[src/rtl/regbank_mp.sv]
// regbank_mp: multi-read-port general register bank for the async ARM core.
// Holds DEPTH general registers (top one is the PC) plus a CPSR register.
// Optional scoreboard locking: define REGBANK_SCOREBOARD_EN.
//
// Ports:
//   clk, rst            clock, asynchronous active-high reset
//   rdReq/rdAddr        per-port read request and index (packed per port)
//   rdReady             per-port accept indication
//   rdValid/rdData      one-cycle data pulse per accepted read, data held after
//   wrEn/wrAddr/wrData  writeback write port
//   pcWrEn/pcIn/pcOut   PC (register DEPTH-1) update and current value
//   cpsrWrEn/cpsrIn     CPSR update; cpsrOut is the current CPSR
//   lockSet/lockAddr    (REGBANK_SCOREBOARD_EN only) mark a pending writeback
module regbank_mp #(
    parameter int DATA_W = 32,
    parameter int ADDR_W = 4,
    parameter int NUM_RD = 2
) (
    input  logic                     clk,
    input  logic                     rst,
    input  logic [NUM_RD-1:0]        rdReq,
    input  logic [NUM_RD*ADDR_W-1:0] rdAddr,
    output logic [NUM_RD-1:0]        rdReady,
    output logic [NUM_RD-1:0]        rdValid,
    output logic [NUM_RD*DATA_W-1:0] rdData,
    input  logic                     wrEn,
    input  logic [ADDR_W-1:0]        wrAddr,
    input  logic [DATA_W-1:0]        wrData,
    input  logic                     pcWrEn,
    input  logic [DATA_W-1:0]        pcIn,
    output logic [DATA_W-1:0]        pcOut,
    input  logic                     cpsrWrEn,
    input  logic [DATA_W-1:0]        cpsrIn,
`ifdef REGBANK_SCOREBOARD_EN
    input  logic                     lockSet,
    input  logic [ADDR_W-1:0]        lockAddr,
`endif
    output logic [DATA_W-1:0]        cpsrOut
);

    localparam int DEPTH = 2 ** ADDR_W;
    localparam logic [ADDR_W-1:0] PC_IDX = ADDR_W'(DEPTH - 1);

    logic [DATA_W-1:0] mem [DEPTH];
    logic [DATA_W-1:0] cpsr;

    logic [ADDR_W-1:0] addr [NUM_RD];
    logic [DATA_W-1:0] fwd  [NUM_RD];
    logic [NUM_RD-1:0] accept;
    logic              wb_en;

    // A writeback aimed at the PC loses to a simultaneous fetch PC load.
    assign wb_en = wrEn & ~(pcWrEn & (wrAddr == PC_IDX));

    always_comb begin
        for (int i = 0; i < NUM_RD; i++) begin
            addr[i] = rdAddr[i*ADDR_W +: ADDR_W];
        end
    end

    // Write-first bypass; for the PC, pcIn takes priority over wrData.
    always_comb begin
        for (int i = 0; i < NUM_RD; i++) begin
            fwd[i] = mem[addr[i]];
            if (wrEn && (wrAddr == addr[i])) begin
                fwd[i] = wrData;
            end
            if (pcWrEn && (addr[i] == PC_IDX)) begin
                fwd[i] = pcIn;
            end
        end
    end

`ifdef REGBANK_SCOREBOARD_EN
    logic [DEPTH-1:0]  lock;
    logic [NUM_RD-1:0] blocked;

    // A locked read stalls unless its pending write lands this very cycle.
    always_comb begin
        for (int i = 0; i < NUM_RD; i++) begin
            blocked[i] = rdReq[i] & lock[addr[i]]
                       & ~(wrEn & (wrAddr == addr[i]));
        end
    end

    assign rdReady = {NUM_RD{~rst}} & ~blocked;

    // Set beats clear on the same index: the set marks a newer pending write.
    always_ff @(posedge clk or posedge rst) begin
        if (rst) begin
            lock <= '0;
        end else begin
            for (int j = 0; j < DEPTH; j++) begin
                if (lockSet && (lockAddr == ADDR_W'(j))
                    && (ADDR_W'(j) != PC_IDX)) begin
                    lock[j] <= 1'b1;
                end else if (wrEn && (wrAddr == ADDR_W'(j))) begin
                    lock[j] <= 1'b0;
                end
            end
        end
    end
`else
    assign rdReady = {NUM_RD{~rst}};
`endif

    assign accept = rdReq & rdReady;

    always_ff @(posedge clk or posedge rst) begin
        if (rst) begin
            rdValid <= '0;
            rdData  <= '0;
        end else begin
            rdValid <= accept;
            for (int i = 0; i < NUM_RD; i++) begin
                if (accept[i]) begin
                    rdData[i*DATA_W +: DATA_W] <= fwd[i];
                end
            end
        end
    end

    always_ff @(posedge clk or posedge rst) begin
        if (rst) begin
            for (int j = 0; j < DEPTH; j++) begin
                mem[j] <= '0;
            end
        end else begin
            if (wb_en) begin
                mem[wrAddr] <= wrData;
            end
            if (pcWrEn) begin
                mem[PC_IDX] <= pcIn;
            end
        end
    end

    always_ff @(posedge clk or posedge rst) begin
        if (rst) begin
            cpsr <= '0;
        end else if (cpsrWrEn) begin
            cpsr <= cpsrIn;
        end
    end

    assign pcOut   = mem[PC_IDX];
    assign cpsrOut = cpsr;

endmodule

[config.mk]
export PLATFORM = sky130hd
export DESIGN_NAME = regbank_mp
export DESIGN_NICKNAME = d
export VERILOG_FILES = /design/src/rtl/regbank_mp.sv
export SDC_FILE = /design/constraint.sdc
export NUM_CORES = 1
export LEC_CHECK = 0
export CAP_MARGIN = 20
export CORE_ASPECT_RATIO = 0.7
export CORE_MARGIN = 2
export CORE_UTILIZATION = 30
export CTS_CLUSTER_SIZE = 30
export DETAILED_ROUTE_END_ITERATION = 7
export SLEW_MARGIN = 10
export SYNTH_ARGS = -nofsm -noshare
export SYNTH_HDL_FRONTEND = slang
export SYNTH_SLANG_ARGS = --single-unit
export TNS_END_PERCENT = 10
[constraint.sdc]
create_clock -name clk -period 58.9 [get_ports clk]
set_clock_uncertainty 0.2 [all_clocks]
set_input_delay 11.78 -clock clk [delete_from_list [all_inputs] [get_ports clk]]
set_output_delay 11.78 -clock clk [all_outputs]
set_load 0.01 [all_outputs]
==> metrics.yaml, run 1 <==
run_status:
  status: "completed"
die:
  die_h_microns: 277
  die-area_sq_mm: 0.109
  start_util_pct: 30.1
  num_rows: 100
  ios: 247
  die_x_microns: 394
  coreArea_sq_mm: 0.106
placement:
  pre_cts_slack_ns: 33.25
  io_buffers: 246
  placedCellCount: 3699
  place_hpwl_microns: 61000
  place_area_sq_mm: 0.0352
  routabilityCongestion: 0.788
power_and_ir_drop:
  leakage_uw: 0.0151
  vdd_ir_drop_max_mv: 0.0184
  power.density_mw_per_mm2: 34.6
worst_setup_path:
  crit_path_start_kind: "input pin"
  r2r_slack_ns: 56.70
  end_kind: "primary output"
  cp_data_arrival_time_ns: 13.59
  worstPathMaxFanout: 68
  critPathKind: "in2out"
  critPathRequiredTime_ns: 46.92
sta:
  setup_ws_ns: 33.33
  slew_viol_final: 0
  rsz0062_at_grt: "false"
  worst_pin_slew_ns: 1.19
  setup_violations: 0
  min_period_ns: 25.57
  setup_tns_ns: 0
  fin_crit_sh_pct: 43.4
  fmax_mhz: 39.1
  hold_violations: 0
  maxSlewHeadroom_pct: 20.5
routing:
  vias: 21400
  drc: 0
  routed_wl_microns: 104000
  drtAntennaViolNets: 0
  post_drt_wl_per_cell_microns: 27.2
  drt-vias-per-instance: 5.59
  first_pass_iters: 6
  first_iter_violations: 1971
cts:
  cts_setup_buffers: 0
  cts_tree: "built"
  path_clk_slew_ns: 0.06
  cts_hold_buffers: 0
  ctsResizeCount: 0
  cts.sinks: 610
  insertion_delay_ns: 0.66
  htreeDepth: 3
  cts_root_buf: "clkbuf_16"
  cts_buffer_depth: 3
  numCtsBuffers: 67
yosys:
  yosys_warnings: 0
  netlist.area_leader.share_pct: 47.9
  ys_seq_elements: 610
  synth-edff-count: 0
  synth_common_cells: "dfrtp_1, mux2_1, mux4_2"
  seq_area_frac_synth_pct: 47.9
  synth_cells: 2267
  yosysMostFrequentCell: "dfrtp_1"
  synth-async-reset-ratio_pct: 100
  yosysTopAreaCell: "dfrtp_1"
  synthTopCellsByArea: "dfrtp_1, mux4_2, mux2_1"
  synth_nets: 2382
  synth_area_per_cell_sq_um: 14.1
  synth_flop_cell: "dfrtp_1"
  synth_cell_types: 38
  netlist_area_sq_mm: 0.0319
grt:
  grt_pass1_vias: 22700
  grt_overflow: 0
  grt_max_degree: 198
  grt_pass1_wl_microns: 156000
  grt.total_usage_pct: 19.0
  antenna_found_initial: 3
finish:
  layout.nets: 2455
  ff_latch_area_sq_mm: 0.0153
  drive_above_1_share_pct: 20.6
  fill_cells: 10100
  area_delta_synth_final_pct: 17.5
  multi_input_area_sq_mm: 0.0153
  fin_cells: 3819
  design_area_sq_mm: 0.0374
run:
  cap_viol_max_count: 0
hold_path:
  hold_path.class: "reg2reg"
-- per-layer routing --
metal  track usage, %  vias up  part of all wire [%]
met5                0        -                 0.013
li1                 -     8711                     -
met4             5.60        2                   2.5
met1             26.7    11400                    44
met2             27.6     1056                    43
met3             6.57      174                    10
-- final cells by class --
type / instances / area share (%)
multi-input combinational: 1366 / 40.9
sequential: 610 / 40.8
timing repair buffer: 292 / 7.58
clock buffer: 94 / 5.15
tap: 1428 / 4.77
clock inverter: 24 / 0.795
inverter: 3 / 0.0501
antenna: 2 / 0.0134
-- cells in the final DEF, fill, tap and decap left out, drive strengths merged, types with 5 or more instances in the layout --
master	netlist	final
clkbuf	146	96
mux4	256	256
buf	142	49
inv	3	6
a221o	32	32
mux2	512	512
nand2b	6	6
a22oi	128	128
xnor2	5	5
clkinv	0	15
nor2b	5	5
nor2	76	76
dfrtp	610	610
nand2	163	163
o21ai	64	64
clkdlybuf4s50	0	241
a21oi	32	32
o221a	32	32
mux2i	32	32
-- state kept, by name, summed over array words and instances (netlist names) --
| signal | count |
|---|---|
| cpsrOut | 32 |
| mem | 480 |
| pcOut | 32 |
| rdData | 64 |
| rdValid | 2 |
-- worst max-delay path, cell delays in order --
cell and delay [ns]:
clkdlybuf4s50_1 0.52, inv_8 0.43, clkdlybuf4s50_1 0.80
-- where the power goes --
| group | leakage (uW) | switching [uW] | internal, uW |
|---|---|---|---|
| clock | 0.00109 | 188 | 245 |
| sequential | 0.00746 | 69.0 | 510 |
| combinational | 0.00655 | 118 | 166 |
-- kinds of logic after synthesis --
family                    Yosys count  share of synthesized area [%]
buffers and inverters             291                           4.57
muxes                             800                           37.2
DFF                               610                           47.9
xor gates and xnor gates            8                          0.220
AOI/OAI and AO/OA                 290                           6.70
and+or+nand+nor                   268                           3.44
-- stage by stage --
| step | total power, uW | hold WS, ns | util, % |
|---|---|---|---|
| CTS | 1310 | 0.307 | 35.4 |
| global placement | 852 | 0.282 | 33.3 |
| global route | 1360 | 0.317 | 35.4 |
| floorplan | 761 | 0.270 | - |
| detailed placement | 869 | 0.295 | 33.3 |
| finish | 1300 | 0.301 | 35.4 |
-- final timing paths --
path,startpoint,cells past startpoint,end
min reg2reg,mem[150]$_DFFE_PP0P_,1,mem[150]$_DFFE_PP0P_
max reg2reg,pcOut[18]$_DFFE_PP0P_,4,rdData[18]$_DFFE_PP0P_
max,rst,3,rdReady[0]
min,mem[150]$_DFFE_PP0P_,1,mem[150]$_DFFE_PP0P_
min in group asynchronous,rst,2,pcOut[0]$_DFFE_PP0P_
max in group asynchronous,rst,5,mem[426]$_DFFE_PP0P_
Note: power is estimated with default switching activity, not from simulation.
==> run 2: changes to the inputs <==
clock period = 26.4 ns   (was 58.9 ns; I/O delays follow)
==> run 2 against run 1 <==
  * Wire length grew 0.99%
  * Via count grew 1.3%
  * Worst setup slack worse by 20 ns
  * Sequential share of layout area is 0.17 points lower
  * Global-route usage barely moved
  * Worst hold slack gained 0.0043 ns
  * Combinational power grew 120%
  * Die area is the same
  * Total power rose by 130%
  * Register-to-register slack got worse by 32 ns
  * Clock power grew 130%
  * Non-clock buffer count rose by 6
==> metrics.yaml, run 2 (synthesis results as in run 1) <==
placement:
  place_hpwl_microns: 62500
  pre_cts_slack_ns: 13.70
  placedCellCount: 3702
  io_buffers: 246
  routabilityCongestion: 0.790
routing:
  post_drt_wl_per_cell_microns: 27.4
  first_iter_violations: 2006
  drc: 0
  routed_wl_microns: 105000
  vias: 21600
  drt-vias-per-instance: 5.65
  first_pass_iters: 8
  drtAntennaViolNets: 0
finish:
  area_delta_synth_final_pct: 17.9
  final_common_cell: "dfrtp_1"
  max_flop_register: "mem"
  final_cell_mix: "dfrtp_1, mux2_1, mux4_2"
  layout.nets: 2462
  largest_reg_flops: 480
  drive_above_1_share_pct: 21.0
  final_util_pct: 35.5
  largestRegisters: "mem x480, rdData x64"
  fin_cells: 3829
worst_setup_path:
  cp_data_arrival_time_ns: 7.11
  end_kind: "primary output"
  critPathRequiredTime_ns: 20.92
  timing.rr.start: "pcOut[18]$_DFFE_PP0P_"
  crit_start: "rst"
  critPathKind: "in2out"
  worstPathMaxFanout: 66
  crit_path_start_kind: "input pin"
run:
  cap_viol_max_count: 0
grt:
  grt_overflow: 0
  grt_max_degree: 141
  antenna_found_initial: 5
  grt_pass1_vias: 22900
  grt.total_usage_pct: 19.1
  grt_pass1_wl_microns: 156000
die:
  die-area_sq_mm: 0.109
  start_util_pct: 30.1
  die_x_microns: 394
  die_h_microns: 277
  coreArea_sq_mm: 0.106
  num_rows: 100
  ios: 247
sta:
  rsz0062_at_grt: "false"
  hold_ws_ns: 0.305
  fin_crit_sh_pct: 47.7
  setup_ws_ns: 13.81
  slew_viol_final: 0
  setup_violations: 0
  hold_violations: 0
  setup_tns_ns: 0
  maxSlewHeadroom_pct: 25.7
  min_period_ns: 12.59
  fmax_mhz: 79.4
  worst_pin_slew_ns: 1.11
cts:
  cts_setup_buffers: 0
  cts.sinks: 610
  htreeDepth: 3
  ctsResizeCount: 0
  path_clk_slew_ns: 0.06
  cts_tree: "built"
  insertion_delay_ns: 0.64
  numCtsBuffers: 68
  cts_root_buf: "clkbuf_16"
  cts_buffer_depth: 3
  cts_hold_buffers: 0
power_and_ir_drop:
  vdd_ir_drop_max_mv: 0.0485
  leakage_uw: 0.0152
  power.density_mw_per_mm2: 77.8
hold_path:
  hold_path.class: "reg2reg"
  hp-start: "mem[309]$_DFFE_PP0P_"
run_status:
  status: "completed"
-- run 2: power by group --
group / total [uW] / leakage, uW / internal (uW) / switching [uW]
sequential: 1290 / 0.00746 / 1140 / 154
clock: 994 / 0.00113 / 577 / 417
combinational: 637 / 0.00659 / 370 / 267
total: 2920 / 0.0152 / 2090 / 838
-- run 2: per-stage QoR --
stage | instance area [sq um] | power [uW]
finish | 37600 | 2920
floorplan | 31900 | 1700
detailed placement | 35200 | 1940
global route | 37600 | 3060
CTS | 37500 | 2950
global placement | 35200 | 1900
-- run 2: cell type report --
cell class                 count  area (sq um)
sequential                   610         15300
inverter                       3          18.8
multi-input combinational   1366         15300
clock inverter                30           363
antenna                        2          5.00
timing repair buffer         298          2920
tap                         1428          1790
clock buffer                  92          1930
fill                       10100         68300
-- run 2: worst paths after layout --
check                                           to  slack [ns]  depth (start not counted)
setup / recovery                        rdReady[0]       13.81                          3
hold / removal                mem[309]$_DFFE_PP0P_        0.31                          1
setup reg to reg            rdData[18]$_DFFE_PP0P_       24.22                          4
hold reg to reg               mem[309]$_DFFE_PP0P_        0.31                          1
max in group asynchronous  cpsrOut[20]$_DFFE_PP0P_       18.21                          6
min in group asynchronous    pcOut[30]$_DFFE_PP0P_        4.94                          2
-- run 2: layer usage --
| layer | up-vias | track usage, % | part of all wire, % |
|---|---|---|---|
| met2 | 1144 | 27.3 | 43 |
| li1 | 8738 | - | - |
| met3 | 189 | 5.77 | 10 |
| met4 | 8 | 6.07 | 2.7 |
| met1 | 11600 | 27.3 | 44 |
| met5 | - | 1.00 | 0.18 |
-- run 2: worst max-delay path: stages --
cell	delay, ns
clkdlybuf4s50_1	0.52
inv_8	0.43
clkdlybuf4s50_1	0.82
==> run 3: changes to the inputs <==
clock period = 13 ns   (was 26.4 ns; I/O delays follow)
==> run 3 against run 2 <==
  * Wire length is 1.0% higher
  * Final area about the same
  * Combinational power up 100%
  * Sequential cell count stayed put
  * Critical path depth up 1
  * Count of clock-buffer cells in the layout down 3
  * Die area unchanged
  * Non-clock buffer count fell by 1
  * Worst setup slack lost 7.9 ns
  * Sequential share of layout area barely moved
  * Largest power group unchanged
  * Highest routed layer unchanged
==> metrics.yaml, run 3 (synthesis results as in run 1) <==
finish:
  layout.nets: 2459
  largestRegisters: "mem x480, rdData x64"
  drive_above_1_share_pct: 20.8
  max_flop_register: "mem"
  design_area_sq_mm: 0.0376
  area_delta_synth_final_pct: 17.9
  multi_input_area_sq_mm: 0.0153
  final_common_cell: "dfrtp_1"
  ff_latch_area_sq_mm: 0.0153
  final_util_pct: 35.5
  fill_cells: 10100
  final_cell_mix: "dfrtp_1, mux2_1, mux4_2"
  largest_reg_flops: 480
sta:
  maxSlewHeadroom_pct: 26.0
  fin_crit_sh_pct: 54.5
  hold_violations: 0
  setup_violations: 0
  worst_pin_slew_ns: 1.11
  slew_viol_final: 0
  min_period_ns: 7.08
  fmax_mhz: 141
  rsz0062_at_grt: "false"
grt:
  grt_pass1_vias: 22900
  grt.total_usage_pct: 19.3
  grt_max_degree: 88
  antenna_found_initial: 3
  use_met1_pct: 28.3
  busiest_layer: "met1"
  grt_overflow: 0
  grt_use_met2_pct: 28.3
  grt_pass1_wl_microns: 158000
  grt_util_met3_pct: 4.98
routing:
  vias: 21600
  first_iter_violations: 2280
  first_pass_iters: 5
  routed_wl_microns: 106000
  drt-vias-per-instance: 5.66
  drc: 0
  drtAntennaViolNets: 0
  post_drt_wl_per_cell_microns: 27.7
cts:
  cts_root_buf: "clkbuf_16"
  cts_buffer_depth: 3
  insertion_delay_ns: 0.64
  numCtsBuffers: 66
  cts.sinks: 610
  cts_hold_buffers: 0
  ctsResizeCount: 0
  cts_tree: "built"
  path_clk_slew_ns: 0.06
  htreeDepth: 3
  cts_setup_buffers: 0
worst_setup_path:
  crit_path_start_kind: "input pin"
  r2r_slack_ns: 10.87
  critPathMaxStageDelay_ns: 0.64
  cp_data_arrival_time_ns: 4.28
  worstPathMaxFanout: 15
  critPathBufInv: 4
  critPathRequiredTime_ns: 10.20
  r2r_cells: 4
  cp_slowest_cell: "clkdlybuf4s50_1"
  critPathTopFamily: "buffers and inverters"
  r2r-end: "rdData[18]$_DFFE_PP0P_"
  worst_path_most_repeated_cell: "clkdlybuf4s50_1"
  timing.rr.start: "pcOut[18]$_DFFE_PP0P_"
  critPathKind: "in2out"
  end_kind: "primary output"
  path_cells: "clkdlybuf4s50_1, clkinvlp_4, buf_4, clkdlybuf4s50_1"
hold_path:
  hp-start: "mem[179]$_DFFE_PP0P_"
  hold_depth: 1
  hold_end: "mem[179]$_DFFE_PP0P_"
  hold_path.class: "reg2reg"
die:
  start_util_pct: 30.1
  die-area_sq_mm: 0.109
  ios: 247
  num_rows: 100
  die_x_microns: 394
  coreArea_sq_mm: 0.106
  die_h_microns: 277
run:
  cap_viol_max_count: 0
placement:
  place_hpwl_microns: 62100
  place_area_sq_mm: 0.0352
  io_buffers: 246
  routabilityCongestion: 0.800
run_status:
  status: "completed"
power_and_ir_drop:
  leakage_uw: 0.0152
  power.density_mw_per_mm2: 158
  vdd_ir_drop_max_mv: 0.0726
## run 3: cell types whose count changed in the layout (fill, tap and decap cells not counted), sizes merged
cell,change
inv,-4
bufinv,+3
clkbuf,-3
clkinvlp,-2
buf,-1
clkinv,-1
diode,-1
## run 3: area by class of cell
cell class | instances | area share, %
tap | 1428 | 4.75
clock inverter | 26 | 1.09
sequential | 610 | 40.6
inverter | 3 | 0.0399
multi-input combinational | 1366 | 40.7
clock buffer | 89 | 5.06
timing repair buffer | 297 | 7.73
antenna | 1 | 0.00666
## run 3: metrics by stage
step	hold WS (ns)	std cells	power, uW	setup slack [ns]	setup TNS (ns)
after CTS	0.307	3816	5990	5.01	0
after floorplan	0.270	2267	3450	-2.20	-2.20
after detailed placement	0.293	3701	3940	5.00	0
final	0.306	3820	5950	5.92	0
after global routing	0.317	3819	6220	5.82	0
after global placement	0.281	3701	3860	5.05	0
## run 3: routing by layer
| metal | vias up | wire length (microns) | part of all wire, % |
|---|---|---|---|
| met5 | - | 11 | 0.010 |
| met4 | 2 | 2400 | 2.3 |
| met3 | 184 | 10600 | 10 |
| met2 | 1126 | 46200 | 44 |
| met1 | 11600 | 46900 | 44 |
| li1 | 8724 | - | - |
## run 3: power breakdown
group | switching, uW | internal (uW) | leakage [uW]
combinational | 533 | 752 | 0.00658
sequential | 321 | 2310 | 0.00746
clock | 821 | 1210 | 0.00114
## run 3: worst max-delay path by stage
stage / start / end / slack (ns) / depth (start not counted)
2_1_floorplan: rst / rdReady[1] / -2.20 / 2
3_3_place_gp: rst / rdReady[0] / 5.05 / 4
3_5_place_dp: rst / rdReady[0] / 5.00 / 4
4_1_cts: rst / rdReady[0] / 5.01 / 4
5_1_grt: rst / rdReady[0] / 5.82 / 4
6_report: rst / rdReady[0] / 5.92 / 4
